File: config.mk
export PLATFORM = sky130hd
export DESIGN_NAME = flp_iadd_arb
export DESIGN_NICKNAME = d
export VERILOG_FILES = /design/src/rtl/flp_iadd_arb.sv
export SDC_FILE = /design/constraint.sdc
export NUM_CORES = 1
export LEC_CHECK = 0
export ABC_AREA = 1
export BUFFER_PORTS_ARGS = -buffer_cell sky130_fd_sc_hd__buf_2
export CORE_MARGIN = 3
export CORE_UTILIZATION = 40
export DETAILED_ROUTE_END_ITERATION = 6
export PLACE_DENSITY = 0.64
export SLEW_MARGIN = 30
export SYNTH_ARGS = -nofsm -noshare
export SYNTH_HDL_FRONTEND = slang
export SYNTH_SLANG_ARGS = --single-unit
File: constraint.sdc
create_clock -name clk -period 4.7 [get_ports clk]
set_clock_uncertainty 0.15 [all_clocks]
set_input_delay 0.94 -clock clk [delete_from_list [all_inputs] [get_ports clk]]
set_output_delay 0.94 -clock clk [all_outputs]
set_load 0.01 [all_outputs]
File: src/rtl/flp_iadd_arb.sv
// Two-requester arbiter feeding a registered shared adder; result 2 cycles after accept, one per cycle.
// i_res_ready low stalls S2 then S1 (two results buffered); FLP_IADD_ARB_RR_EN selects round-robin over fixed priority.
module flp_iadd_arb #(
  parameter int WIDTH = 32
) (
  input  logic             clk,
  input  logic             rst,
  input  logic             i_req0_valid,
  output logic             o_req0_ready,
  input  logic             i_req0_sn1,
  input  logic [WIDTH-1:0] i_req0_sg1,
  input  logic             i_req0_sn2,
  input  logic [WIDTH-1:0] i_req0_sg2,
  input  logic             i_req1_valid,
  output logic             o_req1_ready,
  input  logic             i_req1_sn1,
  input  logic [WIDTH-1:0] i_req1_sg1,
  input  logic             i_req1_sn2,
  input  logic [WIDTH-1:0] i_req1_sg2,
  output logic             o_res_valid,
  input  logic             i_res_ready,
  output logic             o_res_id,
  output logic             o_sn,
  output logic [WIDTH:0]   o_sg,
  output logic             o_zero
);

  logic             s1_valid, s1_id, s1_sn1, s1_sn2;
  logic [WIDTH-1:0] s1_sg1, s1_sg2;
  logic             s2_valid, s2_id, s2_sn, s2_zero;
  logic [WIDTH:0]   s2_sg;

  logic s1_adv, s2_adv;
  logic grant0, grant1;

`ifdef FLP_IADD_ARB_RR_EN
  logic last;

  // last resets to 1 so requester 0 wins the first contention
  assign grant0 = i_req0_valid & (~i_req1_valid | last);
  assign grant1 = i_req1_valid & (~i_req0_valid | ~last);

  always_ff @(posedge clk or posedge rst) begin
    if (rst) begin
      last <= 1'b1;
    end else if (o_req0_ready & i_req0_valid) begin
      last <= 1'b0;
    end else if (o_req1_ready & i_req1_valid) begin
      last <= 1'b1;
    end
  end
`else
  assign grant0 = i_req0_valid;
  assign grant1 = i_req1_valid & ~i_req0_valid;
`endif

  assign s2_adv = ~s2_valid | i_res_ready;
  assign s1_adv = ~s1_valid | s2_adv;

  assign o_req0_ready = ~rst & s1_adv & grant0;
  assign o_req1_ready = ~rst & s1_adv & grant1;

  // Negating a zero magnitude yields 0, so -0 needs no special case here
  function automatic logic [WIDTH+1:0] to_tc(input logic sn, input logic [WIDTH-1:0] sg);
    logic [WIDTH+1:0] mag;
    mag = {2'b00, sg};
    return sn ? -mag : mag;
  endfunction

  logic [WIDTH+1:0] sum;
  logic             add_sn, add_zero;
  logic [WIDTH:0]   add_sg;

  always_comb begin
    sum      = to_tc(s1_sn1, s1_sg1) + to_tc(s1_sn2, s1_sg2);
    add_sn   = sum[WIDTH+1] | (s1_sn1 & s1_sn2);
    add_zero = ~|sum;
    add_sg   = add_sn ? -sum[WIDTH:0] : sum[WIDTH:0];
  end

  always_ff @(posedge clk or posedge rst) begin
    if (rst) begin
      s1_valid <= 1'b0;
      s1_id    <= 1'b0;
      s1_sn1   <= 1'b0;
      s1_sg1   <= '0;
      s1_sn2   <= 1'b0;
      s1_sg2   <= '0;
    end else if (s1_adv) begin
      s1_valid <= grant0 | grant1;
      if (grant0) begin
        s1_id  <= 1'b0;
        s1_sn1 <= i_req0_sn1;
        s1_sg1 <= i_req0_sg1;
        s1_sn2 <= i_req0_sn2;
        s1_sg2 <= i_req0_sg2;
      end else if (grant1) begin
        s1_id  <= 1'b1;
        s1_sn1 <= i_req1_sn1;
        s1_sg1 <= i_req1_sg1;
        s1_sn2 <= i_req1_sn2;
        s1_sg2 <= i_req1_sg2;
      end
    end
  end

  always_ff @(posedge clk or posedge rst) begin
    if (rst) begin
      s2_valid <= 1'b0;
      s2_id    <= 1'b0;
      s2_sn    <= 1'b0;
      s2_sg    <= '0;
      s2_zero  <= 1'b0;
    end else if (s2_adv) begin
      s2_valid <= s1_valid;
      if (s1_valid) begin
        s2_id   <= s1_id;
        s2_sn   <= add_sn;
        s2_sg   <= add_sg;
        s2_zero <= add_zero;
      end
    end
  end

  assign o_res_valid = s2_valid;
  assign o_res_id    = s2_id;
  assign o_sn        = s2_sn;
  assign o_sg        = s2_sg;
  assign o_zero      = s2_zero;

endmodule

# Yosys cells after proc, flatten, opt, wreduce, memory -nomap -nowiden

Index checks and enable logic that the tools add are counted.

Add/subtract/negate cells: 4
$mul: 0
Divide/modulo/power cells: 0
$lt $le $gt $ge: 0
Equal/unequal tests: 0
Shifts and indexed selects: 0
Mux-type cells: 13
Bitwise gates (word level): 13
Reduce and logical (&&, ||, !) cells: 5

Operators by type and width:

| kind               | count |
|---|---|
| $mux W32           | 4 |
| $mux W34           | 2 |
| $neg A32 Y34       | 2 |
| $add A34 B34 Y34   | 1 |
| $reduce_or A34 Y1  | 1 |
| $mux W33           | 1 |
| $neg A33 Y33       | 1 |
| $mux W1            | 6 |
| $and A1 B1 Y1      | 5 |
| $not A1 Y1         | 4 |
| $or A1 B1 Y1       | 4 |
| $reduce_and A2 Y1  | 2 |
| $reduce_bool A2 Y1 | 1 |
| $logic_not A1 Y1   | 1 |

Register bits after elaboration: 105
Bits in latches: 0
Bits in writable memories: 0
ROM bits: 0
Input bits: 137
Output and inout bits: 39
Logic and storage cells: 46
Memories: 0

# Depth between registers and ports, before layout

Depth after elaboration: 5
Depth in mapped cells: 31
Mapped depth without buffers: 31

# Worst setup path before layout

Ideal clock, no wire load.

Path type: input -> output
Start: input port rst
End: output port o_req1_ready
Arrival: 3,564 ps
Required time: 3,610 ps
Slack: 46 ps
Stages on the path: 3
Path buffers: 0
Path through: inv_1 -> nand3_1 -> nor2_1

Cells in the longest elaborated chain, start to end: 3

RTL lines:

| what                        | RTL line | RTL |
|---|---|---|
| from (decl)                 | 7        | `input logic rst,` |
| $not A1 Y1                  | 61       | `assign o_req1_ready = ~rst & s1_adv & grant1;` |
| $and A1 B1 Y1 (2 in series) | 61       |  |
| to (decl)                   | 15       | `output logic o_req1_ready,` |

Every way passes these cells.

# Worst setup path in the final report

Start: register s1_sg1[1]
End: register s2_sg[26], in the netlist o_sg[26]

Cells in the longest elaborated chain, start to end: 5

RTL lines:

| what                                                | RTL line | RTL |
|---|---|---|
| from (decl)                                         | 29       | `logic [WIDTH-1:0] s1_sg1, s1_sg2;` |
| from (signal assigned)                              | 94       | `s1_sg1 <= i_req0_sg1;` |
| from (signal assigned)                              | 100      | `s1_sg1 <= i_req1_sg1;` |
| $neg A32 Y34                                        | 67       | `return sn ? -mag : mag;` |
| $mux W34 (*)                                        | 67       |  |
| $add A34 B34 Y34 (*)                                | 75       | `sum = to_tc(s1_sn1, s1_sg1) + to_tc(s1_sn2, s1_sg2);` |
| $neg A33 Y33 / $or A1 B1 Y1 (equally long branches) | 78, 76   |  |
| $mux W33 (*)                                        | 78       | `add_sg = add_sn ? -sum[WIDTH:0] : sum[WIDTH:0];` |
| to (signal assigned)                                | 119      | `s2_sg <= add_sg;` |
| to (decl)                                           | 31       | `logic [WIDTH:0] s2_sg;` |

Mark *: on every way between the ends. The rest lies on a longest branch, timed or not.
A chain may end at the register's enable or synchronous reset.

==> results.txt <==
Status -> completed
Final min period -> 4.36 ns
Cell repeated most along the worst path -> nand3_1
Net Count, Synth -> 1779
Clk buf depth -> 2
H-Tree Depth -> 3
Met1 usage -> 0.322
N_diodes -> 0
Min Hold Slack -> 0.325 ns
Io pins -> 176
Final period utilization -> 0.928
Area grow syn2layout -> 17.0%
Hold-critical path depth -> 2
Die height -> 163 µm
DRT Pass-1 Iters -> 7
Avg Cell Area, Syn -> 6.14 µm²
Share of the synthesized area in the top cell type -> 0.267
Die ar. -> 26500 µm²
Prevailing post-synth register cell -> dfrtp_1
Cell Area, Synth -> 9850 µm²
Vias per cell -> 4.88
Synthesized flop and latch total -> 105
GRT Residual Overflow -> 0
Final cell count without fillers -> 2090
Num CTS Buffers -> 9
CTS clk-pin slew, worst paths -> 0.09 ns
Sequential-to-total area share from yosys stat -> 0.267
Met3 GRT Util -> 0.0285
Lkg Pwr -> 6.39 nW
Mux share of post-synthesis cell area -> 0
Netlist cell types -> 44
Commonest non-fill, non-tap cell in the layout -> nand2_1
Number of global-route vias before repair -> 9436
Fmax -> 0.229 GHz
Internal Power -> 3.71 mW
Most frequent cells in the layout -> 593 x nand2_1, 212 x inv_1, 175 x buf_2
Final Cell Area -> 11500 µm²
Layout cells sized above 1 -> 0.186
Fillers -> 2569
Top post-synthesis cells by area -> dfrtp_1 27%, nand2_1 23%, inv_1 8.2%, nor2_1 6.7%, xor2_1 6.0%
Fin. Hold Viols -> 0
CP max-delay cell -> dfrtp_1
Met2 GRT Util -> 0.320
Clock power frac -> 0.097
Avg WL per Cell -> 13.4 µm
Number of synthesized flops with an enable pin -> 0
Fin. max-slew vios -> 0
Crit-path max cell delay -> 0.41 ns
Adder-cell share of the synthesized area -> 0.0478
Footprint of the multi-input gates -> 6270 µm²
Sw Share -> 0.560
Routability-driven placement congestion ratio -> 0.946
Power per cell area -> 731 nW/µm²
Sink Count -> 105
DP HPWL -> 22700 µm
Max-slew headroom -> 0.469
Cts hold-fix bufs -> 0
CP Capture Type -> flop
1st-iter DRT viols -> 633
Placed instance count -> 2063
Register Area -> 2630 µm²
Syn Inst Count -> 1605
Clk Latency, worst-skew pair -> 0.38 ns
Via count -> 10.2k
Core area -> 23800 µm²
Psw -> 4.72 mW
XOR/XNOR share of the synthesized area -> 0.0720
Yosys warns -> 0
GRT Util Overall -> 0.213
# Max-Cap Violations -> 0
Simple-gate portion of the synthesized area -> 0.418
Final net count -> 1940
GR peak layer -> met1
Placed Area -> 11000 µm²
Initial Util -> 0.413
Worst slew pin tran -> 0.792 ns
Root buffer cell -> clkbuf_16
Share of power burned in registers -> 0.172
Logic gate share of total power -> 0.731
Setup violators final -> 0
Largest net degree at the start of global routing -> 71
Critical path class -> reg2reg
Die X -> 163 µm
Synth area leader -> dfrtp_1
Main combinational cell family by area after synthesis -> simple AND/OR/NAND/NOR gates
DR DRC count -> 0
Worst setup SP type -> flop
Min-Delay Path Class -> reg2reg
First-pass GRT wire length -> 46000 µm
CP arrival -> 4.47 ns
VDD IR max -> 0.333 mV
Initial antenna violation count -> 0
FP Rows -> 56
Ys async rst share -> 1.00
WP data required -> 4.81 ns
Antenna-violating nets left -> 0
Port Buffer Count -> 175
Final WL -> 28100 µm
CTS tree -> yes
R2R cell count -> 25
Synth Area in Compound Gates -> 0.0863
CP max FO -> 16
[cell usage after synthesis (13+ instances only)]
cell and number:
o21ai_0 19, nor3_1 15, nor2_1 176, a21oi_1 28, a31oi_1 72, nand3_1 82
nand4_1 15, ha_1 36, nand2_2 31, clkbuf_1 38, inv_1 216, nor2_2 13
dfrtp_1 105, nand2_1 598, xnor2_1 14, xor2_1 67
[registers in the layout, summed over array words and instances (netlist names)]
signal / cells
o_sg: 33
s1_sg1: 32
s1_sg2: 32
o_res_id: 1
o_res_valid: 1
o_sn: 1
o_zero: 1
s1_id: 1
s1_sn1: 1
s1_sn2: 1
s1_valid: 1
[cells by family (layout without fill, tap and decap cells)]
family | count (synthesis) | in the layout
AOI/OAI and AO/OA | 141 | 141
buffers and inverters | 271 | 437
xor gates and xnor gates | 81 | 81
DFF | 105 | 105
and+or+nand+nor | 970 | 970
adders and majority gates | 37 | 37
[routing by layer]
layer / share of wire / vias to the layer above
met5: 0 / -
met4: 0.015 / 0
met3: 0.053 / 36
met2: 0.42 / 303
met1: 0.51 / 4537
li1: - / 5333
[critical path: cells and delay by family (launching register included)]
family	cells	cell delay [ns]
adder cells (fa/ha/maj)	2	0.52
flip-flops	1	0.41
AO/OA/AOI/OAI	3	0.30
AND/OR/NAND/NOR	16	2.31
buffers and inverters	3	0.39
XOR/XNOR	1	0.16
[final timing paths]
kind / from / end / slack [ns]
worst max-delay path: s1_sg1[1] / o_sg[26] / 0.34
worst min-delay path: o_sg[10] / o_sg[10] / 0.33
worst max register to register: s1_sg1[1] / o_sg[26] / 0.34
worst min register to register: o_sg[10] / o_sg[10] / 0.33
max in group asynchronous: rst / s1_sg1[2] / 2.63
min in group asynchronous: rst / s1_sg1[20] / 0.61
[per-stage QoR]
| stage | TNS [ns] | setup slack, ns | utilization | power, mW |
|---|---|---|---|---|
| 2_1_floorplan | 0 | 0.0455 | - | 6.00 |
| 3_3_place_gp | 0 | 0.249 | 0.461 | 7.29 |
| 3_5_place_dp | 0 | 0.204 | 0.461 | 7.36 |
| 4_1_cts | 0 | 0.186 | 0.474 | 8.21 |
| 5_1_grt | -0.0554 | -0.0407 | 0.484 | 9.40 |
| 6_report | 0 | 0.339 | 0.484 | 8.43 |
[power groups by stage]
| stage | clock network, mW | registers (mW) | logic, mW |
|---|---|---|---|
| 3_5_place_dp | 0 | 1.47 | 5.89 |
| 5_1_grt | 0.873 | 1.49 | 7.04 |
| 2_1_floorplan | 0 | 1.47 | 4.53 |
| 3_3_place_gp | 0 | 1.46 | 5.83 |
| 6_report | 0.816 | 1.45 | 6.16 |
| 4_1_cts | 0.837 | 1.45 | 5.92 |
[what timing repair did]
item                                    in CTS  in global routing
endpoints found under the setup margin       0                 34
buffers inserted                             0                 10
endpoints found under the hold margin        0                  0
gates resized for setup                      0                 35
[cell type report]
type / count / area share
Clock buffer: 10 / 0.0207
Multi-Input combinational cell: 1229 / 0.544
Inverter: 224 / 0.0733
Tap cell: 319 / 0.0346
Sequential cell: 105 / 0.228
Clock inverter: 6 / 0.00608
Timing Repair Buffer: 197 / 0.0929
Power figures use the tool's default switching activity.
